===== src/rtl/ti_pkg.sv =====
// Shared types and helpers for the counter-triggered payload controller.
package ti_pkg;

  typedef enum logic [1:0] {
    IDLE    = 2'd0,
    COUNT   = 2'd1,
    PAYLOAD = 2'd2
  } ti_state_e;

  localparam int MODE_ZERO = 0;
  localparam int MODE_INV  = 1;
  localparam int MODE_HOLD = 2;

  // Widest output vector the corruption helper handles; callers zero-extend
  // their vectors into it and truncate the result back.
  localparam int TI_MAX_W = 64;

  // Corrupted version of y: masked bits forced to zero, inverted, or taken
  // from the last clean value. Unknown modes leave y untouched.
  function automatic logic [TI_MAX_W-1:0] ti_corrupt(
    input logic [TI_MAX_W-1:0] y,
    input logic [TI_MAX_W-1:0] mask,
    input logic [TI_MAX_W-1:0] hold,
    input int                  mode
  );
    logic [TI_MAX_W-1:0] r;
    r = y;
    case (mode)
      MODE_ZERO: r = y & ~mask;
      MODE_INV:  r = y ^ mask;
      MODE_HOLD: r = (y & ~mask) | (hold & mask);
      default:   r = y;
    endcase
    return r;
  endfunction

endpackage


===== src/rtl/ti_payload_ctrl_sat_counter.sv =====
// Saturating up-counter with sync clear and async reset. Clocked on the
// falling edge so it stays in step with the host FSM it shadows.
module ti_sat_counter #(
  parameter int W = 8
) (
  input  logic         clk,
  input  logic         rst,
  input  logic         inc,
  input  logic         clr,
  output logic [W-1:0] cnt
);

  localparam logic [W-1:0] CNT_MAX = '1;

  // Clear beats increment; increment stops at all-ones instead of wrapping.
  always_ff @(negedge clk or posedge rst) begin
    if (rst) begin
      cnt <= '0;
    end else if (clr) begin
      cnt <= '0;
    end else if (inc && (cnt != CNT_MAX)) begin
      cnt <= cnt + W'(1);
    end
  end

endmodule


===== src/rtl/ti_payload_ctrl.sv =====
// Counter-triggered payload controller: counts qualified host events and,
// once the threshold event arrives, corrupts the host output vector.
//
// state   | meaning
// IDLE    | no events counted, outputs clean
// COUNT   | 1..THRESH-1 events seen, outputs clean
// PAYLOAD | threshold reached, corruption active per SCOPE
module ti_payload_ctrl
  import ti_pkg::*;
#(
  parameter int               OUT_W      = 20,
  parameter int               STATE_W    = 5,
  parameter int               TRIG_STATE = 9,
  parameter int               THRESH     = 5,
  parameter int               CNT_W      = 8,
  parameter int               MODE       = 0,
  parameter logic [OUT_W-1:0] MASK       = '1,
  parameter int               SCOPE      = 0,
  parameter int               DURATION   = 0
) (
  input  logic               clk,
  input  logic               rst,
  input  logic               en,
  input  logic [STATE_W-1:0] pr_state,
  input  logic               trig_cond,
  input  logic [OUT_W-1:0]   y_in,
  output logic [OUT_W-1:0]   y_out,
  output logic [CNT_W-1:0]   trig_cnt,
  output logic               fired
);

  localparam int               DUR_W     = $clog2(DURATION + 2);
  localparam bit               DUR_EN    = (DURATION != 0);
  localparam logic [CNT_W-1:0] THRESH_M1 = CNT_W'(THRESH - 1);
  localparam logic [DUR_W-1:0] DUR_LAST  = DUR_W'((DURATION == 0) ? 0 : DURATION - 1);

  ti_state_e          state_q;
  ti_state_e          state_d;
  logic               ev;
  logic               arm_now;
  logic               expire;
  logic               illegal;
  logic               corrupt;
  logic               cnt_clr;
  logic               dur_inc;
  logic               dur_clr;
  logic [DUR_W-1:0]   dur_cnt;
  logic [OUT_W-1:0]   hold_q;

  assign ev = en & trig_cond & (pr_state == STATE_W'(TRIG_STATE));

  // Next-state decode; arming and duration expiry are decided here so the
  // counters and corruption logic share one view of them.
  always_comb begin
    state_d = state_q;
    arm_now = 1'b0;
    expire  = 1'b0;
    illegal = 1'b0;
    case (state_q)
      IDLE, COUNT: begin
        arm_now = ev & (trig_cnt == THRESH_M1);
        if (arm_now) begin
          state_d = PAYLOAD;
        end else if (ev) begin
          state_d = COUNT;
        end
      end
      PAYLOAD: begin
        expire = DUR_EN & en & (dur_cnt == DUR_LAST);
        if (expire) begin
          state_d = IDLE;
        end
      end
      default: begin
        illegal = 1'b1;
        state_d = IDLE;
      end
    endcase
  end

  // State register, falling edge like the host FSM.
  always_ff @(negedge clk or posedge rst) begin
    if (rst) begin
      state_q <= IDLE;
    end else begin
      state_q <= state_d;
    end
  end

  // Expiry wins over a coincident event: the count is cleared, not bumped.
  assign cnt_clr = expire | illegal;
  assign dur_inc = (state_q == PAYLOAD) & en & DUR_EN & ~expire;
  assign dur_clr = expire | illegal;

  ti_sat_counter #(.W(CNT_W)) u_evt_cnt (
    .clk (clk),
    .rst (rst),
    .inc (ev),
    .clr (cnt_clr),
    .cnt (trig_cnt)
  );

  ti_sat_counter #(.W(DUR_W)) u_dur_cnt (
    .clk (clk),
    .rst (rst),
    .inc (dur_inc),
    .clr (dur_clr),
    .cnt (dur_cnt)
  );

  assign fired = (state_q == PAYLOAD);

  // Reset gates corruption so the outputs go clean the moment rst rises,
  // even if an arming condition is present on the inputs.
  assign corrupt = ~rst & (arm_now | (fired & ((SCOPE == 0) ? ev : 1'b1)));

  // Last clean output, used as the replacement value in hold mode.
  always_ff @(negedge clk or posedge rst) begin
    if (rst) begin
      hold_q <= '0;
    end else if (!corrupt) begin
      hold_q <= y_in;
    end
  end

  assign y_out = corrupt ? OUT_W'(ti_corrupt(TI_MAX_W'(y_in), TI_MAX_W'(MASK),
                                             TI_MAX_W'(hold_q), MODE))
                         : y_in;

endmodule

===== config.mk =====
export PLATFORM = sky130hd
export DESIGN_NAME = ti_payload_ctrl
export DESIGN_NICKNAME = d
export VERILOG_FILES = /design/src/rtl/ti_pkg.sv /design/src/rtl/ti_payload_ctrl_sat_counter.sv /design/src/rtl/ti_payload_ctrl.sv
export SDC_FILE = /design/constraint.sdc
export NUM_CORES = 1
export LEC_CHECK = 0
export ABC_CLOCK_PERIOD_IN_PS = 2500
export CORE_UTILIZATION = 36
export CTS_CLUSTER_SIZE = 25
export DETAILED_ROUTE_END_ITERATION = 10
export PLACE_DENSITY = 0.84
export SYNTH_ARGS = -nofsm -noshare
export SYNTH_HDL_FRONTEND = slang
export SYNTH_SLANG_ARGS = --single-unit

===== constraint.sdc =====
create_clock -name clk -period 2.5 [get_ports clk]
set_input_delay 0.25 -clock clk [delete_from_list [all_inputs] [get_ports clk]]
set_output_delay 0.25 -clock clk [all_outputs]
set_load 0.01 [all_outputs]

==> impl_metrics.yaml, run 1 <==
placed_design:
  io_buffers: 57
  gp_congestion: 0.849
  placed_cells: 186
  hpwl_mm: 2.21
  placed_area_mm2: 0.00153
final_layout:
  syn_to_final_growth_pct: 134
  drive_gt1_share_pct: 56.5
  final_cell_area_mm2: 0.00180
  layout.nets: 216
  fin_cells: 211
  antenna_cells: 0
synthesis:
  synth_top_area_share_pct: 32.5
  synth_top_area_cell: "dfrtn_1"
  syn_avg_cell_area_um2: 8.46
  synth_mux_area_share_pct: 1.30
  synthTopCellsByArea: "dfrtn_1 (33%), nor2b_1 (16%), a21oi_1 (3.9%), ha_1 (3.3%), nand3_1 (3.3%)"
  synth_top_family_by_area: "simple AND/OR/NAND/NOR gates"
  syn-cell-area_um2: 769
  synth-seq-area-share_pct: 32.5
  syn_inst: 91
  synth_compound_area_share_pct: 14.5
  synth_seq_cells: 10
  synthAdderAreaFrac_pct: 3.25
  synth_cell_types: 36
  synth_xor_area_share_pct: 0
  synth_warnings: 0
  syn_nets: 122
  synth-simple-area-share_pct: 42.8
setup_path:
  reg2reg_slack_ns: 0.63
  critPathKind: "flop to primary output"
  crit_chain: "inv_2 -> ha_4 -> and4bb_2 -> nand3b_1 -> a211oi_4 -> buf_6 -> buf_6 -> buf_4 -> nor2b_2 -> buf_2"
  critPathMaxFanout: 4
  crit_top_cell: "buf_6"
  path_delay_family: "buffers and inverters"
  rr_worst_depth: 6
  crit_required_ns: 2.25
  timing.rr.end: "u_evt_cnt.cnt[4]"
  crit_slowest_cell: "dfrtn_1"
  path_buf_inv: 5
  reg2reg_from: "u_evt_cnt.cnt[0]"
  max_stage_delay_ns: 0.38
  worst_setup_path_start_kind: "flop"
  endpoint_kind: "primary output"
  cp.arrival_ns: 3.43
  crit_start: "u_evt_cnt.cnt[0]"
die:
  io_pins: 58
  die_y_um: 48.2
  fp.dieW_um: 48.2
  placementRows: 16
  start_util_pct: 38.8
  dieArea_mm2: 0.00233
  core-area_mm2: 0.00198
timing:
  hold_ws_ns: 0.636
  fin_ws_ns: -1.18
  finClkSkew_ns: 0.00260
  max_slew_margin_pct: 71.6
  final-setup-viol-count: 26
  hold_violations: 0
  rsz0062_at_grt: "true"
  worst_pin_slew_ns: 0.425
  drv_slew: 0
route:
  drtAntennaViolNets: 0
  viasPerCell: 5.91
  first_pass_iters: 5
  avgRoutedWirePerCell_um: 22.1
  wl_mm: 4.67
  drc_errors: 0
  drtIter0Drc: 49
  vias: 1247
clock_tree:
  cts-root-buf: "clkbuf_4"
  cts_sinks: 10
  cts.clk_slew.worst_paths_ns: 0.06
  cts_tree: "done"
  numCtsBuffers: 3
  clkLatencyLatePin_ns: 0.29
  cts_buffer_depth: 2
  htree_levels: 1
power_and_ir_drop:
  ir_drop_mv: 0.402
  power_density_mw_per_mm2: 285
  power.leakage_uw: 0.000877
  p_total_uw: 515
grt:
  grt_start_max_net_pins: 11
  overflow: 0
  antenna_found_initial: 0
  grt_pass1_wl_mm: 5.19
  grtUsageTotal_pct: 33.7
  grt_pass1_vias: 1066
hold_path:
  hold_path_depth: 3
  hp-start: "state_q[0]"
  worstHoldPathType: "flop to flop"
  min_to: "state_q[1]"
run_status:
  violations: "negative setup slack"
  status: "finished with violations"
flow_run:
  maxCapViolations: 0
cell families (layout without fill, tap and decap cells):
kind of cell / after synthesis / in the layout
compound gates: 17 / 17
fa+ha+maj: 2 / 2
mux: 1 / 1
simple gates: 52 / 53
buf+inv: 9 / 101
flops: 10 / 10
worst reg2reg max path: stages, from the launching register on:
cell and delay, ns:
dfrtn_1 0.38, buf_4 0.15, buf_6 0.11, ha_1 0.26, and4_1 0.29, or4_1 0.54
a21oi_1 0.16
cells in the final DEF, fill, tap and decap left out, drive strengths merged, types with 2 or more instances in the layout:
cell type       n
buf            65
clkdlybuf4s50  21
nor2b          20
dfrtn          10
nand2           6
a21oi           6
nand3           5
dlygate4sd2     5
nor2            4
inv             4
clkbuf          4
o31ai           3
or4             3
o21ai           2
nand4           2
nor3            2
clkdlybuf4s15   2
and4bb          2
and2            2
and4            2
ha              2
layout make-up:
cell class / count / area [um2]
Inverter: 4 / 15.0
Fill cell: 76 / 178
Sequential cell: 10 / 250
Multi-Input combinational cell: 73 / 632
Timing Repair Buffer: 93 / 837
Tap cell: 27 / 33.8
Clock buffer: 4 / 36.3
report_power, final:
group / total [uW] / internal (uW) / switching, uW
sequential: 173 / 168 / 4.96
combinational: 178 / 108 / 70.4
clock: 164 / 88.8 / 74.8
per-layer routing:
| metal | vias to the layer above | global-route usage, % | part of all wire [%] |
|---|---|---|---|
| met3 | 37 | 5.19 | 7.4 |
| met1 | 585 | 39.8 | 36 |
| met4 | 0 | 21.1 | 5.2 |
| li1 | 516 | - | - |
| met2 | 109 | 56.8 | 52 |
| met5 | - | 0 | 0 |
per-stage QoR:
step	TNS (ns)	util [%]	setup WS [ns]
after floorplan	-8.92	-	-0.443
after global placement	-21.77	77.1	-0.908
after detailed placement	-23.31	77.1	-0.977
after CTS	-18.94	85.5	-1.02
after global routing	-23.61	91.0	-1.24
final	-22.45	91.0	-1.18
repair_timing:
| action | CTS | global route |
|---|---|---|
| cloned | 3 | 0 |
| setup buffers | 20 | 2 |
| setup endpoints to repair | 36 | 28 |
| pin swaps | 7 | 6 |
| hold buffers | 0 | 0 |
| resized for setup | 153 | 31 |
worst max path at each step:
stage | to | slack (ns) | depth (start not counted)
floorplan | y_out[0] | -0.44 | 7
CTS | y_out[7] | -1.02 | 10
finish | y_out[12] | -1.18 | 10
detailed placement | y_out[6] | -0.98 | 8
global placement | y_out[5] | -0.91 | 8
global route | y_out[14] | -1.24 | 10
Yosys cell counts, drive strengths merged:
cell type	number
nor2b	20
dfrtn	10
a21oi	6
nand2	5
nand3	5
buf	4
inv	4
nor2	4
o31ai	3
or4	3
and2	2
and4	2
and4bb	2
ha	2
nand4	2
nor3	2
o21ai	2
a211oi	1
a21boi	1
a311oi	1
a31oi	1
a41o	1
and3	1
and3b	1
clkbuf	1
mux2i	1
nand2b	1
nand3b	1
o41ai	1
or4b	1
state kept, by name, indices dropped and copies added, names as in the netlist:
register and cells:
u_evt_cnt.cnt 8, state_q 2
Note: power is estimated with default switching activity, not from simulation.
==> run 2, diff against run 1 <==
--- a/config.mk
+++ b/config.mk
@@ -10,6 +10,7 @@
 export CTS_CLUSTER_SIZE = 25
 export DETAILED_ROUTE_END_ITERATION = 10
 export PLACE_DENSITY = 0.84
+export SLEW_MARGIN = 20
 export SYNTH_ARGS = -nofsm -noshare
 export SYNTH_HDL_FRONTEND = slang
 export SYNTH_SLANG_ARGS = --single-unit
==> results of run 2 <==
Final layout, timing and power as in run 1 (identical DEF).
==> run 3, diff against run 2 <==
--- a/config.mk
+++ b/config.mk
@@ -5,7 +5,6 @@
 export SDC_FILE = /design/constraint.sdc
 export NUM_CORES = 1
 export LEC_CHECK = 0
-export ABC_CLOCK_PERIOD_IN_PS = 2500
 export CORE_UTILIZATION = 36
 export CTS_CLUSTER_SIZE = 25
 export DETAILED_ROUTE_END_ITERATION = 10
==> results of run 3 <==
Final layout, timing and power as in run 1 (identical DEF).
